$ cat config.mk
export PLATFORM = sky130hd
export DESIGN_NAME = sample_send_ctrl_flat
export DESIGN_NICKNAME = d
export VERILOG_FILES = /design/src/rtl/sample_send_ctrl_pkg.sv /design/src/rtl/sample_send_ctrl_if.sv /design/src/rtl/sample_send_ctrl_word_byte_serializer.sv /design/src/rtl/sample_send_ctrl.sv /design/src/flat_wrapper.sv
export SDC_FILE = /design/constraint.sdc
export NUM_CORES = 1
export LEC_CHECK = 0
export CAP_MARGIN = 20
export CORE_UTILIZATION = 45
export DETAILED_ROUTE_END_ITERATION = 8
export DONT_BUFFER_PORTS = 1
export HOLD_SLACK_MARGIN = 0.1
export SETUP_SLACK_MARGIN = 0.1
export SLEW_MARGIN = 40
export SYNTH_ARGS = -nofsm -noshare
export SYNTH_HDL_FRONTEND = slang
export SYNTH_SLANG_ARGS = --single-unit
$ cat constraint.sdc
create_clock -name iClock -period 5.5 [get_ports iClock]
set_input_delay 0.275 -clock iClock [delete_from_list [all_inputs] [get_ports iClock]]
set_output_delay 0.275 -clock iClock [all_outputs]
set_load 0.005 [all_outputs]
$ cat src/rtl/sample_send_ctrl_pkg.sv
// Shared definitions for the sample read-back path: send FSM states, byte
// ordering and word-to-byte sizing helpers.
package sample_send_ctrl_pkg;

    typedef enum logic [3:0] {
        IDLE,
        READ,
        MEM_WAIT,
        LOAD,
        SEND,
        TX_GAP,
        TX_WAIT,
        NEXT,
        DONE
    } sendState_t;

    // Words leave the serializer most-significant byte first.
    localparam bit MSB_FIRST = 1'b1;

    function automatic int unsigned nBytes(input int unsigned dataW);
        return dataW / 8;
    endfunction

    function automatic int unsigned idxWidth(input int unsigned n);
        return (n > 1) ? $clog2(n) : 1;
    endfunction

endpackage

$ cat src/rtl/sample_send_ctrl_if.sv
// Handshake bundle between the send controller, the main FSM, the sample RAM
// read port and the UART transmitter.
interface sample_send_ctrl_if #(
    parameter int unsigned ADDR_W = 8,
    parameter int unsigned DATA_W = 16
);
    logic              iStart;
    logic [ADDR_W:0]   iCount;
    logic              oMemRead;
    logic [ADDR_W-1:0] oMemAddr;
    logic [DATA_W-1:0] iMemData;
    logic              oTxStart;
    logic [7:0]        oTxData;
    logic              iTxBusy;
    logic              oBusy;
    logic              oDone;

    modport master (
        output iStart, iCount, iMemData, iTxBusy,
        input  oMemRead, oMemAddr, oTxStart, oTxData, oBusy, oDone
    );

    modport slave (
        input  iStart, iCount, iMemData, iTxBusy,
        output oMemRead, oMemAddr, oTxStart, oTxData, oBusy, oDone
    );

endinterface

$ cat src/rtl/sample_send_ctrl_word_byte_serializer.sv
// Parallel-load word register that presents one byte at a time and shifts by
// a byte on each advance.
module word_byte_serializer
    import sample_send_ctrl_pkg::*;
#(
    parameter int unsigned DATA_W = 16
) (
    input  logic              iClock,
    input  logic              iReset,
    input  logic              iLoad,
    input  logic              iAdvance,
    input  logic [DATA_W-1:0] iData,
    output logic [7:0]        oByte
);

    logic [DATA_W-1:0] shiftReg;

    always_ff @(posedge iClock) begin
        if (iReset) begin
            shiftReg <= '0;
        end else if (iLoad) begin
            shiftReg <= iData;
        end else if (iAdvance) begin
            if (MSB_FIRST) shiftReg <= shiftReg << 8;
            else           shiftReg <= shiftReg >> 8;
        end
    end

    assign oByte = MSB_FIRST ? shiftReg[DATA_W-1 -: 8] : shiftReg[7:0];

endmodule

$ cat src/rtl/sample_send_ctrl.sv
// Reads iCount sample words from address 0 upward and streams them, byte by
// byte, to the UART transmitter; pulses oDone when the last byte is through.
module sample_send_ctrl
    import sample_send_ctrl_pkg::*;
#(
    parameter int unsigned ADDR_W  = 8,
    parameter int unsigned DATA_W  = 16,
    parameter int unsigned MEM_LAT = 1
) (
    input  logic iClock,
    input  logic iReset,
    sample_send_ctrl_if.slave bus
);

    localparam int unsigned NBYTES = nBytes(DATA_W);
    localparam int unsigned IDX_W  = idxWidth(NBYTES);
    localparam int unsigned WAIT_W = (MEM_LAT > 1) ? $clog2(MEM_LAT) : 1;

    sendState_t state, nextState;

    logic [ADDR_W:0]   countReg;
    logic [ADDR_W-1:0] addrReg;
    logic [IDX_W-1:0]  byteIdx;
    logic [WAIT_W-1:0] waitCnt;
    logic [7:0]        serByte;
    logic              lastByte;
    logic              lastWord;

    logic memReadD;
    logic txStartD;
    logic doneD;
    logic busyD;

    assign lastByte = (byteIdx == IDX_W'(NBYTES - 1));
    assign lastWord = ({1'b0, addrReg} == (countReg - (ADDR_W+1)'(1)));

    word_byte_serializer #(
        .DATA_W(DATA_W)
    ) serializer (
        .iClock  (iClock),
        .iReset  (iReset),
        .iLoad   (state == LOAD),
        .iAdvance((state == NEXT) && !lastByte),
        .iData   (bus.iMemData),
        .oByte   (serByte)
    );

    always_ff @(posedge iClock) begin
        if (iReset) state <= IDLE;
        else        state <= nextState;
    end

    // Outputs are registered from the current state, so every strobe trails
    // its state by one cycle; MEM_WAIT therefore spans the oMemRead cycle
    // plus MEM_LAT-1 further cycles, landing LOAD on the valid data.
    always_comb begin
        nextState = state;
        memReadD  = 1'b0;
        txStartD  = 1'b0;
        doneD     = 1'b0;
        busyD     = (state != IDLE);
        unique case (state)
            IDLE: begin
                if (bus.iStart) nextState = (bus.iCount == '0) ? DONE : READ;
            end
            READ: begin
                memReadD  = 1'b1;
                nextState = MEM_WAIT;
            end
            MEM_WAIT: begin
                if (waitCnt == '0) nextState = LOAD;
            end
            LOAD: begin
                nextState = SEND;
            end
            SEND: begin
                if (!bus.iTxBusy) begin
                    txStartD  = 1'b1;
                    nextState = TX_GAP;
                end
            end
            TX_GAP: begin
                nextState = TX_WAIT;
            end
            TX_WAIT: begin
                if (!bus.iTxBusy) nextState = NEXT;
            end
            NEXT: begin
                if (!lastByte)     nextState = SEND;
                else if (lastWord) nextState = DONE;
                else               nextState = READ;
            end
            DONE: begin
                doneD     = 1'b1;
                nextState = IDLE;
            end
            default: nextState = IDLE;
        endcase
    end

    always_ff @(posedge iClock) begin
        if (iReset) begin
            countReg <= '0;
            addrReg  <= '0;
            byteIdx  <= '0;
            waitCnt  <= '0;
        end else begin
            unique case (state)
                IDLE: begin
                    if (bus.iStart) begin
                        countReg <= bus.iCount;
                        addrReg  <= '0;
                    end
                end
                READ: begin
                    waitCnt <= WAIT_W'(MEM_LAT - 1);
                end
                MEM_WAIT: begin
                    if (waitCnt != '0) waitCnt <= waitCnt - 1'b1;
                end
                LOAD: begin
                    byteIdx <= '0;
                end
                NEXT: begin
                    if (!lastByte)     byteIdx <= byteIdx + 1'b1;
                    else if (!lastWord) addrReg <= addrReg + 1'b1;
                end
                default: ;
            endcase
        end
    end

    always_ff @(posedge iClock) begin
        if (iReset) begin
            bus.oMemRead <= 1'b0;
            bus.oMemAddr <= '0;
            bus.oTxStart <= 1'b0;
            bus.oTxData  <= '0;
            bus.oBusy    <= 1'b0;
            bus.oDone    <= 1'b0;
        end else begin
            bus.oMemRead <= memReadD;
            if (memReadD) bus.oMemAddr <= addrReg;
            bus.oTxStart <= txStartD;
            if (txStartD) bus.oTxData <= serByte;
            bus.oBusy    <= busyD;
            bus.oDone    <= doneD;
        end
    end

endmodule

$ cat src/flat_wrapper.sv
// flat-port wrapper written by rule: the top's interface ports become plain ports
module sample_send_ctrl_flat import sample_send_ctrl_pkg::*;
#(
    parameter int unsigned ADDR_W  = 8,
    parameter int unsigned DATA_W  = 16,
    parameter int unsigned MEM_LAT = 1
)
  (iClock, iReset, bus_iStart, bus_iCount, bus_iMemData, bus_iTxBusy, bus_oMemRead, bus_oMemAddr, bus_oTxStart, bus_oTxData, bus_oBusy, bus_oDone);
  sample_send_ctrl_if #(.ADDR_W(ADDR_W), .DATA_W(DATA_W)) bus_i ();
  input  logic iClock;
  input  logic iReset;
  input wire logic [$bits(bus_i.iStart)-1:0] bus_iStart;
  input wire logic [$bits(bus_i.iCount)-1:0] bus_iCount;
  input wire logic [$bits(bus_i.iMemData)-1:0] bus_iMemData;
  input wire logic [$bits(bus_i.iTxBusy)-1:0] bus_iTxBusy;
  output wire logic [$bits(bus_i.oMemRead)-1:0] bus_oMemRead;
  output wire logic [$bits(bus_i.oMemAddr)-1:0] bus_oMemAddr;
  output wire logic [$bits(bus_i.oTxStart)-1:0] bus_oTxStart;
  output wire logic [$bits(bus_i.oTxData)-1:0] bus_oTxData;
  output wire logic [$bits(bus_i.oBusy)-1:0] bus_oBusy;
  output wire logic [$bits(bus_i.oDone)-1:0] bus_oDone;
  assign bus_i.iStart = bus_iStart;
  assign bus_i.iCount = bus_iCount;
  assign bus_i.iMemData = bus_iMemData;
  assign bus_i.iTxBusy = bus_iTxBusy;
  assign bus_oMemRead = bus_i.oMemRead;
  assign bus_oMemAddr = bus_i.oMemAddr;
  assign bus_oTxStart = bus_i.oTxStart;
  assign bus_oTxData = bus_i.oTxData;
  assign bus_oBusy = bus_i.oBusy;
  assign bus_oDone = bus_i.oDone;
  sample_send_ctrl #(.ADDR_W(ADDR_W), .DATA_W(DATA_W), .MEM_LAT(MEM_LAT)) u_core (.iClock(iClock), .iReset(iReset), .bus(bus_i));
endmodule
==> metrics.sh <==
RESULT_OF_THE_RUN='finished, final reports clean'
CRITICAL_PATH.CELL_CHAIN='inv_1, ha_1, nor3b_4, a221oi_1, o21ai_1, a32oi_2, a211oi_1, o31a_1'
LEAKAGEPOWER_nW=1.06
CTS_MADE_BUFFERS=9
WORST_MIN_DELAY_PATH_CLASS='in -> reg'
DP.FINAL_HPWL_UM=4070
CELLPOWERDENSITY_mW_PER_MM2=324
RR_ENDPOINT='u_core.addrReg[3]$_SDFFE_PP0P_'
POSTLAYOUTCOREUTIL_PCT=54.3
YS_ASYNC_SR_FRACTION_PCT=0
CTS_TREE='built'
FINALWORSTPATHREQUIREDPERIOD_NS=2.61
SETUP-VIOLATIONS-FINAL=0
ANT_NETS=0
YS_TYPES=59
HOLD_PATH_DEPTH=2
DIE_HEIGHT_UM=80.7
GRT_ANTENNA_BEFORE_REPAIR=0
TIMING.CRITICAL_PATH.MAX_DELAY_FAMILY='compound AO/OA/AOI/OAI gates'
MAXIMUM_NUMBER_OF_PINS_ON_ONE_NET_BEFORE_GLOBAL_ROUTE_REPAIR=51
CTSHTREEMAXLEVEL=3
SETUP_TNS_AFTER_FINAL_LAYOUT_NS=0
FINAL_NETS=378
SYNTH.TOP_CELLS.BY_AREA='dfxtp_1 (42%), nand2_1 (9.7%), a21oi_1 (5.9%)'
GRT_FIRST_PASS_WIRELENGTH_UM=10100
DP_SLACK_NS=2.92
DR.PASS1.ITERS=4
LAYOUT_CELL_SHARE_WITH_DRIVE_STRENGTH_BEYOND_1_PCT=10.2
SYNTH_TOP_AREA_CELL='dfxtp_1'
RSZ0062_AT_GRT='no'
TIMING_WORST_SLEW_PIN_VALUE_NS=0.683
GRTUSAGETOTAL_PCT=20.7
START_UTIL_PCT=46.7
MAXCLOCKFREQUENCY_MHz=384
ROWS=28
SYNTH_TOP_AREA_SHARE_PCT=41.7
GLOBAL_ROUTE.OVERFLOW_TOTAL=0
CTS_ROOT_BUF='clkbuf_8'
ENDPOINT_WITH_THE_WORST_HOLD_SLACK='u_core.serializer.shiftReg[9]$_SDFFE_PP0P_'
MAXSLEWVIOLCOUNT=0
POST-ROUTE-DRC-COUNT=0
WORST-ENDPOINT-REQUIRED_NS=5.72
CRIT_PATH_MAX_FANOUT=13
CRITPATHBUFINV=1
GRT_PASS1_VIAS=2029
NUMCLOCKSINKS=58
IO_PINS=49
NUM_ANTENNA_CELLS=0
SYNTHESIS.AREA_PER_INSTANCE_UM2=8.24
R2R_SETUP_SLACK_NS=2.89
ROUTE.DETAILED.VIAS_PER_INST=5.59
IR_DROP_V=0.000161
SYNTH_WARNINGS=0
CLOCK_TREE.BUFFER_DEPTH=2
CLK_LATENCY_NS=0.34
CLK_PIN_SLEW_NS=0.06
TIMING.MAX_CAP.VIOLATIONS=0
WORST-R2R-CELL-COUNT=8
NUMBER_OF_ENABLE_FLIP_FLOP_CELLS_AFTER_SYNTHESIS=0
CORE-AREA_MM2=0.00596
LAYOUT_SETUP_WS_NS=2.89
PLACE_CONGESTION=0.859
WORST_HOLD_STARTPOINT='bus_iMemData[9]'
NUM_VIAS=2385
POSTPLACECELLAREA_MM2=0.00280
SYNTHFLOPTYPE='dfxtp_1'
CRITICAL_PATH.MAX_STAGE_DELAY_NS=0.56
SYNTH-SEQ-CELLS=58
WORST_SETUP_PATH_END_KIND='flop'
DIE-AREA_MM2=0.00651
DIE-WIDTH_UM=80.7
HOLD_VIOL_FINAL=0
DRT_ITER0_MARKERS=173
SLEW-LIMIT-HEADROOM_PCT=54.0
SYN-NUM-NETS=369
WORST_SETUP_PATH_CATEGORY='reg -> reg'
NUMPORTBUFFERS=0
CRIT_ARRIVAL_NS=2.83
FLOW.AREA_GROWTH_FROM_SYNTHESIS_PCT=16.2
ROUTED_WIRELENGTH_UM=6250
SYN-INSTANCE-COUNT=338
POWER_W=0.00105
SYNTH.YOSYS.SEQ_AREA_SHARE_PCT=41.7
SYNTH_AREA_MM2=0.00278
LAYOUT.CELL_AREA.NON_FILLER_MM2=0.00324
CTS_SETUP_BUFFERS=0
TYPE_OF_ELEMENT_LAUNCHING_THE_CRITICAL_PATH='flop'
SLOWEST_CP_CELL='a32oi_2'
WIRE_LENGTH_PER_CELL_AFTER_DETAILED_ROUTING_UM=14.6
TIMING.FINAL.CRIT_SHARE_PCT=47.4
FIN_WORST_SKEW_NS=0.00794
CRIT-REG2REG-LAUNCH='u_core.countReg[0]$_SDFFE_PP0P_'
==> Yosys cell counts (all sizes together) (3+ instances only) <==
library cell,number
clkbuf,17
and3,3
or3,4
xnor2,8
nand2b,3
xor2,3
nor3,6
nor2,29
buf,6
nand2,72
nand3,15
mux2i,10
a21oi,34
o21ai,4
nand4,4
dfxtp,58
a211oi,5
inv,7
nor4b,4
a311oi,9
nor4,5
==> kinds of logic (layout without fill, tap and decap cells) <==
logic type      after synthesis  after routing  synth area share, %
buf+inv                      30             44                 4.40
simple gates                157            157                 28.0
fa+ha+maj                     2              2                0.899
xor+xnor                     11             11                 3.46
compound gates               70             70                 18.0
mux                          10             10                 3.60
flops                        58             58                 41.7
==> metrics by stage <==
| stage | instances | hold WS, ns |
|---|---|---|
| 6_report | 427 | 0.121 |
| 3_3_place_gp | 391 | 0.350 |
| 5_1_grt | 427 | 0.115 |
| 3_5_place_dp | 391 | 0.351 |
| 4_1_cts | 427 | 0.109 |
| 2_1_floorplan | 338 | 0.411 |
==> cell type report <==
cell class	instances	area [um^2]
fill	586	2720
tap	75	93.8
clock buffer	11	141
timing repair buffer	21	218
multi-input combinational	250	1520
inverter	7	26.3
clock inverter	5	77.6
sequential	58	1160
==> routing by layer <==
layer	track usage (%)	wire [um]	up-vias
met1	30.2	2970	1088
met2	28.0	2670	73
li1	-	-	1214
met5	0	0	-
met4	9.11	99	0
met3	5.11	509	10
==> worst max-delay path by stage <==
stage	start	to	slack [ns]	cells past startpoint
2_1_floorplan	u_core.countReg[0]$_SDFFE_PP0P_	u_core.addrReg[1]$_SDFFE_PP0P_	3.34	9
3_3_place_gp	u_core.countReg[0]$_SDFFE_PP0P_	u_core.addrReg[3]$_SDFFE_PP0P_	3.03	8
3_5_place_dp	u_core.countReg[0]$_SDFFE_PP0P_	u_core.addrReg[3]$_SDFFE_PP0P_	2.92	8
4_1_cts	u_core.countReg[0]$_SDFFE_PP0P_	u_core.addrReg[3]$_SDFFE_PP0P_	2.89	8
5_1_grt	u_core.countReg[0]$_SDFFE_PP0P_	u_core.addrReg[3]$_SDFFE_PP0P_	2.74	8
6_report	u_core.countReg[0]$_SDFFE_PP0P_	u_core.addrReg[3]$_SDFFE_PP0P_	2.89	8
==> registers in the layout (all words and copies together) (netlist names) <==
| name | count |
|---|---|
| u_core.bus.oBusy | 1 |
| u_core.bus.oMemAddr | 8 |
| u_core.countReg | 9 |
| u_core.bus.oTxData | 8 |
| u_core.bus.oDone | 1 |
| u_core.serializer.shiftReg | 16 |
| u_core.bus.oMemRead | 1 |
| u_core.state | 4 |
| u_core.byteIdx | 1 |
| u_core.addrReg | 8 |
| u_core.bus.oTxStart | 1 |
==> power by group <==
group	internal, W	switching [W]	leakage [nW]
clock network	0.000266	0.000169	0.109
logic	0.0000636	0.0000818	0.482
registers	0.000439	0.0000279	0.470
==> what timing repair did <==
item | CTS | global route
endpoints found under the hold margin | 50 | 0
hold buffers | 20 | 0
resized for setup | 0 | 0
==> cell usage in the layout, fill, tap and decap left out, drive strengths merged, types with 4 or more instances in the layout <==
cell type	synthesis	final
nor3	6	6
o21ai	4	4
nand3	15	15
dlygate4sd3	0	19
xnor2	8	8
nor4	5	5
clkbuf	17	11
nor2	29	29
nor4b	4	4
nand4	4	4
mux2i	10	10
a21oi	34	34
or3	4	4
a211oi	5	5
a311oi	9	9
dfxtp	58	58
nand2	72	72
inv	7	7
Note: power is estimated with default switching activity, not from simulation.
